--- src/rtl/frame_packer_multi.sv ---
// frame_packer_multi: header-locked frame packer.
// Packs DIN_WIDTH input words into tagged 36-bit FIFO words.
module frame_packer_multi #(
   parameter int         DIN_WIDTH    = 8,
   parameter int         FIFO_WIDTH   = 36,
   parameter int         FRAME_WIDTH  = 48,
   parameter logic [7:0] FRAME_HEADER = 8'hBC,
   parameter int         NFRAMES_AUTO = 100,
   parameter int         NFRAMES_TRIG = 1,
   parameter int         MISS_MAX     = 2,
   parameter int         CNT_WIDTH    = 16
) (
   input  logic                  clk,
   input  logic                  rst_n,
   input  logic                  start,
   input  logic                  trigger,
   input  logic                  stop,
   input  logic [DIN_WIDTH-1:0]  din,
   input  logic                  evt_trig,
   input  logic                  fifo_full,
   output logic                  fifo_wr_en,
   output logic [FIFO_WIDTH-1:0] data_out,
   output logic                  locked,
   output logic                  busy,
   output logic [7:0]            drop_cnt
);

   localparam int PACK   = 32 / DIN_WIDTH;
   localparam int NWORDS = FRAME_WIDTH / PACK;
   localparam bit B2B_OK = (NWORDS + 2) <= FRAME_WIDTH;
   localparam int PW     = (FRAME_WIDTH > 1) ? $clog2(FRAME_WIDTH) : 1;
   localparam int MW     = $clog2(MISS_MAX + 1);

   typedef enum logic [1:0] {SEEK, LOCKED, CAPTURE, TRAILER} state_t;

   state_t               state, state_nx;
   logic [PW-1:0]        pos, pos_nx, pos_inc;
   logic [MW-1:0]        miss_cnt, miss_nx, miss_inc, miss_chk;
   logic [CNT_WIDTH-1:0] frames_left, fl_dec, seq;
   logic [31:0]          evt_cnt, evt_snap, pack, shifted;
   logic                 evt_q, evt_pend, ovf;
   logic                 hdr, slot, pos_last, word_due, lose, fl_live;
   logic                 go_cap, b2b, drop_now, abort;
   logic                 wr_evt, wr_data, wr_trl, wr_nx;
   logic [7:0]           drop_inc;
   logic [FIFO_WIDTH-1:0] dout_nx;

   assign hdr      = din[7:0] == FRAME_HEADER;
   assign slot     = pos == '0;
   assign pos_last = pos == PW'(FRAME_WIDTH - 1);
   assign pos_inc  = pos_last ? '0 : pos + 1'b1;
   assign word_due = (int'(pos) % PACK) == (PACK - 1);
   assign shifted  = (pack << DIN_WIDTH) | 32'(din);
   assign miss_inc = (miss_cnt == MW'(MISS_MAX)) ? miss_cnt
                                                 : miss_cnt + 1'b1;
   assign miss_chk = slot ? (hdr ? '0 : miss_inc) : miss_cnt;
   assign lose     = miss_chk >= MW'(MISS_MAX);
   assign fl_live  = frames_left != '0;
   assign fl_dec   = fl_live ? frames_left - 1'b1 : '0;
   assign drop_inc = (drop_cnt == 8'hFF) ? drop_cnt : drop_cnt + 1'b1;

   assign locked = state != SEEK;
   assign busy   = fl_live || state == CAPTURE || state == TRAILER;

   // State and datapath registers
   always_ff @(posedge clk or negedge rst_n) begin
      if (!rst_n) begin
         state       <= SEEK;
         pos         <= '0;
         miss_cnt    <= '0;
         frames_left <= '0;
         seq         <= '0;
         drop_cnt    <= '0;
         evt_q       <= 1'b0;
         evt_cnt     <= '0;
         evt_snap    <= '0;
         evt_pend    <= 1'b0;
         pack        <= '0;
         ovf         <= 1'b0;
         fifo_wr_en  <= 1'b0;
         data_out    <= '0;
      end else begin
         state      <= state_nx;
         pos        <= pos_nx;
         miss_cnt   <= miss_nx;
         fifo_wr_en <= wr_nx;
         data_out   <= dout_nx;
         evt_q      <= evt_trig;
         if (evt_trig && !evt_q)
            evt_cnt <= evt_cnt + 32'd1;
         if (go_cap)
            pack <= 32'(din);
         else if (state == CAPTURE)
            pack <= shifted;
         if (b2b) begin
            evt_pend <= 1'b1;
            evt_snap <= evt_cnt;
         end else if (wr_evt || state_nx == TRAILER) begin
            evt_pend <= 1'b0;
         end
         if (abort)
            ovf <= 1'b1;
         else if (wr_trl)
            ovf <= 1'b0;
         if (start)
            frames_left <= CNT_WIDTH'(NFRAMES_AUTO);
         else if (trigger)
            frames_left <= CNT_WIDTH'(NFRAMES_TRIG);
         else if (stop)
            frames_left <= '0;
         else if (wr_trl)
            frames_left <= fl_dec;
         if (start || trigger)
            seq <= '0;
         else if (wr_trl)
            seq <= seq + 1'b1;
         if (start || trigger)
            drop_cnt <= '0;
         else if (drop_now)
            drop_cnt <= drop_inc;
      end
   end

   // Next state, lock tracking and write decisions
   always_comb begin
      state_nx = state;
      pos_nx   = pos_inc;
      miss_nx  = miss_chk;
      go_cap   = 1'b0;
      b2b      = 1'b0;
      drop_now = 1'b0;
      abort    = 1'b0;
      wr_evt   = 1'b0;
      wr_data  = 1'b0;
      wr_trl   = 1'b0;
      unique case (state)
         SEEK: begin
            pos_nx  = '0;
            miss_nx = '0;
            if (hdr) begin
               pos_nx   = PW'(1);
               state_nx = LOCKED;
            end
         end
         LOCKED: begin
            if (slot && hdr && fl_live) begin
               if (fifo_full) begin
                  drop_now = 1'b1;
               end else begin
                  go_cap   = 1'b1;
                  wr_evt   = 1'b1;
                  state_nx = CAPTURE;
               end
            end else if (lose) begin
               state_nx = SEEK;
            end
         end
         CAPTURE: begin
            if (evt_pend || word_due) begin
               if (fifo_full) begin
                  abort    = 1'b1;
                  state_nx = TRAILER;
               end else if (word_due) begin
                  wr_data = 1'b1;
                  if (pos_last)
                     state_nx = TRAILER;
               end else begin
                  wr_evt = 1'b1;
               end
            end
         end
         TRAILER: begin
            if (!fifo_full) begin
               wr_trl   = 1'b1;
               state_nx = lose ? SEEK : LOCKED;
               if (slot && hdr && fl_dec != '0) begin
                  if (B2B_OK) begin
                     go_cap   = 1'b1;
                     b2b      = 1'b1;
                     state_nx = CAPTURE;
                  end else begin
                     drop_now = 1'b1;
                  end
               end
            end else if (slot && fl_live) begin
               drop_now = 1'b1;
            end
         end
         default: state_nx = SEEK;
      endcase
   end

   // Tagged output word selection
   always_comb begin
      wr_nx   = 1'b0;
      dout_nx = data_out;
      unique case (1'b1)
         wr_evt: begin
            wr_nx   = 1'b1;
            dout_nx = {4'h1, evt_pend ? evt_snap : evt_cnt};
         end
         wr_data: begin
            wr_nx   = 1'b1;
            dout_nx = {4'h0, shifted};
         end
         wr_trl: begin
            wr_nx   = 1'b1;
            dout_nx = {4'h2, 16'(seq), drop_cnt, 7'b0, ovf};
         end
         default: ;
      endcase
   end

endmodule

--- config.mk ---
export PLATFORM = sky130hd
export DESIGN_NAME = frame_packer_multi
export DESIGN_NICKNAME = d
export VERILOG_FILES = /design/src/rtl/frame_packer_multi.sv
export SDC_FILE = /design/constraint.sdc
export NUM_CORES = 1
export LEC_CHECK = 0
export ABC_CLOCK_PERIOD_IN_PS = 4700
export CAP_MARGIN = 20
export CORE_MARGIN = 4
export CORE_UTILIZATION = 60
export DETAILED_ROUTE_END_ITERATION = 6
export PLACE_DENSITY = 0.81
export RECOVER_POWER = 25
export SYNTH_ARGS = -nofsm -noshare
export SYNTH_HDL_FRONTEND = slang
export SYNTH_SLANG_ARGS = --single-unit
--- constraint.sdc ---
create_clock -name clk -period 4.7 [get_ports clk]
set_input_delay 0.94 -clock clk [delete_from_list [all_inputs] [get_ports clk]]
set_output_delay 0.94 -clock clk [all_outputs]
set_load 0.02 [all_outputs]
-- Word-level counts from Yosys, hierarchy flattened
Cells that the tools add are included.
- flip-flop bits (word level): 178
- output and inout bits: 47
- equal/unequal tests: 10
- muxes and demuxes: 60
- $lt $le $gt $ge: 1
- add/sub/neg operators: 6
- bitwise gates (word level): 1
- reductions and logical operators: 25
- operators by type and width (operator ; number):
    16-bit 2-to-1 mux ; 7
    36-bit case mux with 3 select lines ; 1
    24-bit 2-to-1 mux ; 2
    32-bit by 1-bit adder with 32-bit output, second input constant ; 1
    32-bit 2-to-1 mux ; 1
    32-bit by 8-bit bitwise OR with 32-bit output ; 1
    16-bit nonzero test ; 2
    2-bit 2-to-1 mux ; 14
    1-bit 2-to-1 mux ; 26
    8-bit 2-to-1 mux ; 3
    16-bit by 1-bit adder with 16-bit output, second input constant ; 1
    8-bit equality test, second input constant ; 2
    16-bit by 1-bit subtractor with 16-bit output, second input constant ; 1
    6-bit 2-to-1 mux ; 2
    2-bit nonzero test ; 6
    8-bit by 1-bit adder with 8-bit output, second input constant ; 1
    2-bit equality test, second input constant ; 4
    2-bit case mux with 4 select lines ; 1
    6-bit by 1-bit adder with 6-bit output, second input constant ; 1
    6-bit equality test, second input constant ; 1
    6-bit logical NOT ; 1
    1-bit case mux with 2 select lines ; 3
    1-bit logical AND ; 5
    1-bit logical OR ; 5
    10 further kinds ; 11

-- Logic depth before layout (Yosys ltp)
Gate-level depths: netlist of the first run.
- word-level depth: 13
- depth in mapped cells: 13
- depth with buffers taken out: 9

-- Least setup slack after synthesis of the first run
No wires, ideal clock.
- kind: input port to flip-flop
- start point: input din[1]
- end point: register data_out[24]
- slack: 1.677 ns
- setup time: 0.125 ns
- arrival: 2.897 ns
- stages on the path: 10
- path buffers: 3
- cells stage by stage: nor4bb_1 -> nand2_1 -> nor2_1 -> and4_1 -> buf_6 -> o21ai_4 -> nand2b_4 -> buf_6 -> buf_8 -> mux2_4
- word-level cells in the longest chain between the ends: 6
- RTL lines (what ; line ; text):
    start: declaration ; 18 ; input logic [DIN_WIDTH-1:0] din,
    8-bit equality test (*) ; 48 ; assign hdr = din[7:0] == FRAME_HEADER;
    1-bit logical AND (*) (2 in series) ; 146 ; if (slot && hdr && fl_live) begin
    1-bit 2-to-1 mux (*) ; 146 ;
    1-bit case mux with 2 select lines (*) ; 136 ; unique case (state)
    36-bit case mux with 3 select lines / 3-bit nonzero test (equally long branches) ; n/a ;
    end signal: assignment ; 87 ; data_out <= dout_nx;
    end: declaration ; 22 ; output logic [FIFO_WIDTH-1:0] data_out,
Mark *: on every way between the ends. The rest lies on a longest branch, timed or not. The select of a mux whose other input is x is not followed.
A chain may end at the register's enable or synchronous reset.

-- Final worst setup path of the first run
- start point: register frames_left[6]
- end point: output busy
- word-level cells in the longest chain between the ends: 3
- RTL lines (what ; line ; text):
    start: declaration ; 39 ; logic [CNT_WIDTH-1:0] frames_left, fl_dec, seq;
    start signal: assignment ; 106 ; frames_left <= CNT_WIDTH'(NFRAMES_AUTO);
    start signal: assignment ; 108 ; frames_left <= CNT_WIDTH'(NFRAMES_TRIG);
    start signal: assignment ; 112 ; frames_left <= fl_dec;
    16-bit nonzero test ; 58 ; assign fl_live = frames_left != '0;
    1-bit logical OR (2 in series) ; 63 ; assign busy = fl_live || state == CAPTURE || state == TRAILER;
    end: declaration ; 24 ; output logic busy,
No other way between the ends.

==> results by group, run 1 <==
Run status
  • Status: finished with violations
  • Failing checks: capacitance limit, slew limit

Die
  • FP Rows: 43
  • Starting Density: 0.6208
  • Core area: 0.01410 mm²
  • Die area: 0.01658 mm²
  • Ports: 62
  • Die outline height: 128.8 µm
  • Die Width: 128.8 µm

Placement
  • DP Wirelength: 14000 µm
  • PortBufs: 59
  • Dpl ws: 0.5365 ns
  • Gpl congestion: 0.8650

Yosys
  • Area of the mapped netlist: 0.008751 mm²
  • Ys Warns: 0
  • Yosys reg bits: 176
  • Top_reg_cell synth: dfrtp_1
  • Post-synth EDFFs: 0
  • Cells after Synth: 848
  • Mean Syn Cell Area: 10.32 µm²
  • Synth area leaders: dfrtp_1, nand2_1, mux2i_1, xnor2_1, mux2_4
  • Seq/Total Area, Yosys: 0.5033
  • Area leader, netlist: dfrtp_1
  • Synth cell types: 64
  • Fraction of registers with async set or reset after synthesis: 1.000
  • Synth top area share: 0.5033

Timing
  • Final WS setup: 0.7738 ns
  • Final TNS setup: 0 ns
  • Least-Margin Pin Slew: 2.349 ns
  • Setup violators final: 0
  • Slew Limit Fails: 93
  • Min Tclk post-route: 3.926 ns
  • Slew HR: -0.5661
  • Skew final: 0.007740 ns
  • Final hold vios: 0
  • Crit share post-route: 0.8354
  • Fmax: 254.7 MHz
  • Unrepaired setup endpoints after global routing: false

Critical path
  • Sum of buffers and inverters on the critical path: 1
  • Critical Path RT: 3.76 ns
  • Cell class contributing the biggest share of worst-path delay: simple AND/OR/NAND/NOR gates
  • Critical Path End Type: primary output
  • Startpoint types: register
  • Cells along the critical path: or4_4 > nor4_2 > nand2_1 > or3_1 > clkdlybuf4s50_1
  • Classification of the worst setup path: register to primary output
  • Max FO, Critical Path: 9
  • Slowest stage delay, CP: 0.60 ns
  • CP max stage cell: or4_4
  • Critical path arrival: 2.99 ns

Final layout
  • Fillers: 1015
  • Layout Nets: 916
  • Synth-to-layout area growth: 14.28%
  • Area occupied by multi-input gates: 0.004060 mm²
  • Most frequent cells in the layout: dfrtp_1, nand2_1, clkdlybuf4s50_1
  • FF+latch area: 0.004404 mm²
  • Antenna diode count: 0
  • Share of cells above drive strength 1: 0.1031
  • Commonest non-fill, non-tap cell in the layout: dfrtp_1

Detailed routing
  • Initial drt markers: 610
  • Vias per cell: 6.206
  • Wirelength per Cell: 19.59 µm
  • Routed wire length: 21200 µm
  • Vias: 6715
  • Drt pass-1 iters: 5
  • # DRC: 0
  • Antenna-violating nets left: 0

Clock tree
  • # Post-CTS Setup Buffers: 0
  • Number of H-tree levels: 4
  • Clock root cell: clkbuf_16
  • Clk buf depth: 2
  • # hold bufs at CTS: 0
  • TritonCTS Buffers: 17
  • Clk_lat worst skew: 0.43 ns
  • Cts repair resizes: 0
  • CTS sink cnt: 176
  • Worst-path clk slew: 0.07 ns
  • CTS tree: built

Pwr
  • Max VDD drop: 0.3584 mV
  • Switching pwr: 1.383 mW
  • Clk network pwr share: 0.326
  • Leak pwr: 4.448 nW
  • Switching Share: 0.3185
  • Gate power share: 0.231
  • Power Internal: 2.960 mW
  • Pwr dens: 434.3 mW/mm²
  • Sequential share of power: 0.443

Min path
  • Hold Crit Class: register to register

Global route
  • Vias in the first global route: 6904
  • Grt ovf: 0
  • Total GRT Usage: 0.2693
  • First-pass GRT wire length: 35420 µm
  • Largest net degree at the start of global routing: 94
  • Initial antenna violation count: 0

Run
  • Max_cap viols: 1
final cells by class:
class                           count  area share
Clock inverter                     12     0.01326
Timing Repair Buffer               67     0.06581
Clock buffer                       20     0.04567
Sequential cell                   176      0.4404
Tap cell                          180     0.02252
Inverter                           17    0.006381
Multi-Input combinational cell    610      0.4060
per-layer routing:
metal  vias up  GRT usage  wire length [µm]
li1       3050          -                 -
met1      3333     0.3567              8851
met2       272     0.4384             10500
met3        60    0.05189              1245
met4         0     0.1112               608
met5         -          0                 0
through the flow:
step	utilization	hold slack (ns)	power, mW	cells	instance area, µm²
global placement	0.6681	0.4451	2.866	1050	9418
CTS	0.7099	0.4718	4.350	1082	10010
finish	0.7095	0.4708	4.344	1082	10000
floorplan	-	0.4331	2.579	849	8755
detailed placement	0.6681	0.4563	2.926	1050	9418
global route	0.7095	0.4810	4.526	1082	10000
worst min-delay path: cells and delay by family (launching register included):
kind / cells / cell delay (ns)
flip-flops: 1 / 0.34
AND/OR/NAND/NOR: 2 / 0.10
cell families (layout without fill, tap and decap cells):
family / Yosys count / in the layout / share of synthesized area
adders and majority gates: 12 / 12 / 0.01716
AOI/OAI and AO/OA: 148 / 148 / 0.1134
other: 1 / 2 / 0.0004285
muxes: 75 / 75 / 0.09908
xor gates and xnor gates: 53 / 53 / 0.05304
and+or+nand+nor: 320 / 320 / 0.1776
buffers and inverters: 63 / 116 / 0.03603
DFF: 176 / 176 / 0.5033
registers in the layout, summed over array words and instances (netlist names):
| signal | flops |
|---|---|
| evt_snap | 32 |
| seq | 16 |
| evt_pend | 1 |
| fifo_wr_en | 1 |
| pack | 24 |
| ovf | 1 |
| pos | 6 |
| drop_cnt | 8 |
| frames_left | 16 |
| miss_cnt | 2 |
| data_out | 34 |
| evt_cnt | 32 |
| evt_q | 1 |
| state | 2 |
Yosys cell counts, drive strengths merged, types with 4 or more instances:
master and instances:
a21oi 21, a22o 16, a22oi 27, and3 14, buf 17, clkbuf 29
dfrtp 176, ha 12, inv 17, mux2 39, mux2i 36, nand2 144
nand2b 4, nand3 21, nand4 10, nor2 54, nor2b 5, nor3 17
nor3b 5, nor4 7, o21ai 55, o31ai 4, or2 6, or3 13
or4 6, xnor2 31, xor2 22
worst paths after layout:
kind	from	end	slack, ns	cells after the start
worst max register to register	frames_left[0]$_DFFE_PN0P_	pack[2]$_DFFE_PN0P_	0.96	9
worst min register to register	evt_snap[14]$_DFFE_PN0P_	evt_snap[14]$_DFFE_PN0P_	0.47	2
worst max-delay path	frames_left[6]$_DFFE_PN0P_	busy	0.77	5
max in group asynchronous	rst_n	evt_snap[20]$_DFFE_PN0P_	2.11	1
min in group asynchronous	rst_n	frames_left[4]$_DFFE_PN0P_	1.20	1
worst min-delay path	evt_snap[14]$_DFFE_PN0P_	evt_snap[14]$_DFFE_PN0P_	0.47	2
power by group through the flow:
stage | clock network [mW] | logic (mW) | registers, mW
floorplan | 0 | 0.661 | 1.92
global placement | 0 | 0.939 | 1.93
detailed placement | 0 | 0.989 | 1.94
CTS | 1.43 | 1.00 | 1.92
global route | 1.50 | 1.09 | 1.94
finish | 1.42 | 1.00 | 1.92
No activity file was read; power rests on OpenSTA's default activity.
==> inputs of run 2 (changes only) <==
--- a/config.mk
+++ b/config.mk
@@ -5,12 +5,12 @@
 export SDC_FILE = /design/constraint.sdc
 export NUM_CORES = 1
 export LEC_CHECK = 0
-export ABC_CLOCK_PERIOD_IN_PS = 4700
+export ABC_CLOCK_PERIOD_IN_PS = 3700
 export CAP_MARGIN = 20
 export CORE_MARGIN = 4
-export CORE_UTILIZATION = 60
+export CORE_UTILIZATION = 59
 export DETAILED_ROUTE_END_ITERATION = 6
-export PLACE_DENSITY = 0.81
+export PLACE_DENSITY = 0.8
 export RECOVER_POWER = 25
 export SYNTH_ARGS = -nofsm -noshare
 export SYNTH_HDL_FRONTEND = slang
==> constraint.sdc (replaced) <==
create_clock -name clk -period 3.7 [get_ports clk]
set_input_delay 0.74 -clock clk [delete_from_list [all_inputs] [get_ports clk]]
set_output_delay 0.74 -clock clk [all_outputs]
set_load 0.02 [all_outputs]
==> run 2 against run 1 <==
  * The run still ends with capacitance limit, slew limit left
  * Utilization decreased by 1.4 points
  * Global-route usage decreased by 0.71 points
  * Count of clock-buffer cells in the layout unchanged
  * Sequential share of layout area decreased by 0.46 points
  * Setup slack got worse by 0.61 ns
  * Critical path type is now register to register
==> results by group, run 2 (synthesis results as in run 1) <==
Placement
  • DP Wirelength: 13710 µm
  • PortBufs: 59
  • Gpl congestion: 0.8921
  • Placed Area: 0.009504 mm²
  • # placed instances: 1063

Pwr
  • Gate power share: 0.232
  • Switching pwr: 1.723 mW
  • Switching Share: 0.3124
  • Leak pwr: 4.504 nW
  • Pwr dens: 545.7 mW/mm²
  • Clk network pwr share: 0.327
  • Max VDD drop: 0.4374 mV
  • Power Internal: 3.793 mW
  • Sequential share of power: 0.441
  • Total power: 5.516 mW

Global route
  • Largest net degree at the start of global routing: 85
  • Total GRT Usage: 0.2623
  • Vias in the first global route: 6802
  • Grt ovf: 0
  • First-pass GRT wire length: 34800 µm
  • Initial antenna violation count: 0

Detailed routing
  • Wirelength per Cell: 19.01 µm
  • # DRC: 0
  • Antenna-violating nets left: 0
  • Routed wire length: 20850 µm
  • Drt pass-1 iters: 7
  • Initial drt markers: 572
  • Vias per cell: 6.138
  • Vias: 6733

Final layout
  • Non-filler cells, final: 1097
  • Share of cells above drive strength 1: 0.1172
  • Antenna diode count: 0
  • Post-Route Utilization: 0.6955
  • Top Registers: data_out (34), evt_cnt (32), evt_snap (32)
  • Top reg by flops: data_out
  • Max reg flops: 34
  • Synth-to-layout area growth: 15.51%
  • Most frequent cells in the layout: dfrtp_1, nand2_1, clkdlybuf4s50_1
  • Layout Nets: 927
  • Commonest non-fill, non-tap cell in the layout: dfrtp_1
  • Final instance area: 0.01011 mm²

Timing
  • Setup violators final: 0
  • Least-Margin Pin Slew: 2.113 ns
  • Slew HR: -0.4083
  • Fmax: 282.9 MHz
  • Slew Limit Fails: 84
  • Final TNS setup: 0 ns
  • Crit share post-route: 0.9554
  • Final hold vios: 0
  • Unrepaired setup endpoints after global routing: false
  • Min Tclk post-route: 3.535 ns
  • Skew final: 0.009925 ns

Critical path
  • Startpoint types: register
  • FF-to-FF Start: frames_left[6]$_DFFE_PN0P_
  • R2r endpoint: evt_pend$_DFFE_PN0P_
  • R2R setup slack: 0.17 ns
  • Critical path arrival: 3.82 ns
  • Max FO, Critical Path: 37
  • R2R depth: 9
  • CP max stage cell: or4_4
  • Slowest stage delay, CP: 0.64 ns
  • Cells along the critical path: or4_4 > buf_4 > nor4b_1 > mux2i_1 > nand2_1 > o311ai_4 > buf_4 > a21boi_0 > a31oi_1
  • Critical Path RT: 3.98 ns
  • Classification of the worst setup path: register to register
  • Critical Path End Type: register
  • Crit path top cell by count: buf_4
  • CP startpoint: frames_left[6]$_DFFE_PN0P_

Die
  • FP Rows: 44
  • Die area: 0.01684 mm²
  • Ports: 62
  • Die Width: 129.8 µm
  • Core area: 0.01453 mm²
  • Starting Density: 0.6021
  • Die outline height: 129.8 µm

Clock tree
  • Clock root cell: clkbuf_16
  • TritonCTS Buffers: 17
  • Clk buf depth: 2
  • Clk_lat worst skew: 0.43 ns
  • CTS sink cnt: 176
  • CTS tree: built
  • Worst-path clk slew: 0.07 ns
  • Number of H-tree levels: 4

Run status
  • Status: finished with violations
  • Failing checks: capacitance limit, slew limit

Run
  • Max_cap viols: 1

Min path
  • Hold Path End: evt_snap[16]$_DFFE_PN0P_
  • Hold path startpoint: evt_snap[16]$_DFFE_PN0P_
  • Hold Crit Class: register to register
  • Hold path depth: 2
[run 2: cell count changes in the layout (fill, tap and decap cells not counted), sizes merged]
cell           previous run  this run
clkinv                    5         6
clkbuf                   21        22
dlymetal6s2s              0         1
clkdlybuf4s50            57        56
inv                      20        19
buf                       8        18
[run 2: repair_timing]
item,in CTS,in global routing
resized for setup,1,2
endpoints found under the setup margin,1,1
hold buffers,0,0
setup buffers,0,2
pin swaps,0,1
[run 2: worst max-delay path by stage]
stage | depth (start not counted) | end
floorplan | 10 | pack[3]$_DFFE_PN0P_
global placement | 8 | data_out[13]$_DFFE_PN0P_
detailed placement | 8 | data_out[9]$_DFFE_PN0P_
CTS | 5 | busy
global route | 9 | evt_pend$_DFFE_PN0P_
finish | 9 | evt_pend$_DFFE_PN0P_
[run 2: per-layer routing]
| metal | wire [µm] | global-route usage |
|---|---|---|
| met2 | 9994 | 0.4140 |
| met4 | 517 | 0.1027 |
| met3 | 1368 | 0.05649 |
| met5 | 0 | 0 |
| met1 | 8974 | 0.3585 |
[run 2: through the flow]
stage | hold slack (ns) | worst slack [ns]
4_1_cts | 0.4035 | 0.03418
3_5_place_dp | 0.4559 | 0.1877
5_1_grt | 0.4925 | 0.0004312
3_3_place_gp | 0.4478 | 0.2073
6_report | 0.4658 | 0.1650
2_1_floorplan | 0.4331 | 0.7066
[run 2: critical path: cells and delay by family, from the launching register on]
kind | cells | cell delay, ns
flip-flops | 1 | 0.47
multiplexers | 1 | 0.29
AND/OR/NAND/NOR | 3 | 1.28
AO/OA/AOI/OAI | 3 | 0.68
buffers and inverters | 2 | 0.67
[run 2: power by group through the flow]
stage	Clock, mW	Combinational (mW)	Sequential (mW)
finish	1.80	1.28	2.43
global route	1.91	1.39	2.47
CTS	1.83	1.28	2.43
detailed placement	0	1.27	2.46
global placement	0	1.24	2.45
floorplan	0	0.840	2.44
[run 2: layout make-up]
cell class	instances	area [µm²]
multi-input combinational	610	4071
timing repair buffer	78	740.7
tap	184	230.2
sequential	176	4405
fill	1079	4425
inverter	17	63.81
clock inverter	12	130.1
clock buffer	20	466.7
==> inputs of run 3 (changes only) <==
--- a/config.mk
+++ b/config.mk
@@ -9,6 +9,7 @@
 export CAP_MARGIN = 20
 export CORE_MARGIN = 4
 export CORE_UTILIZATION = 59
+export CTS_CLUSTER_DIAMETER = 200
 export DETAILED_ROUTE_END_ITERATION = 6
 export PLACE_DENSITY = 0.8
 export RECOVER_POWER = 25
==> results of run 3 <==
Same layout as run 2: the final DEF is identical, and so are final timing and power.
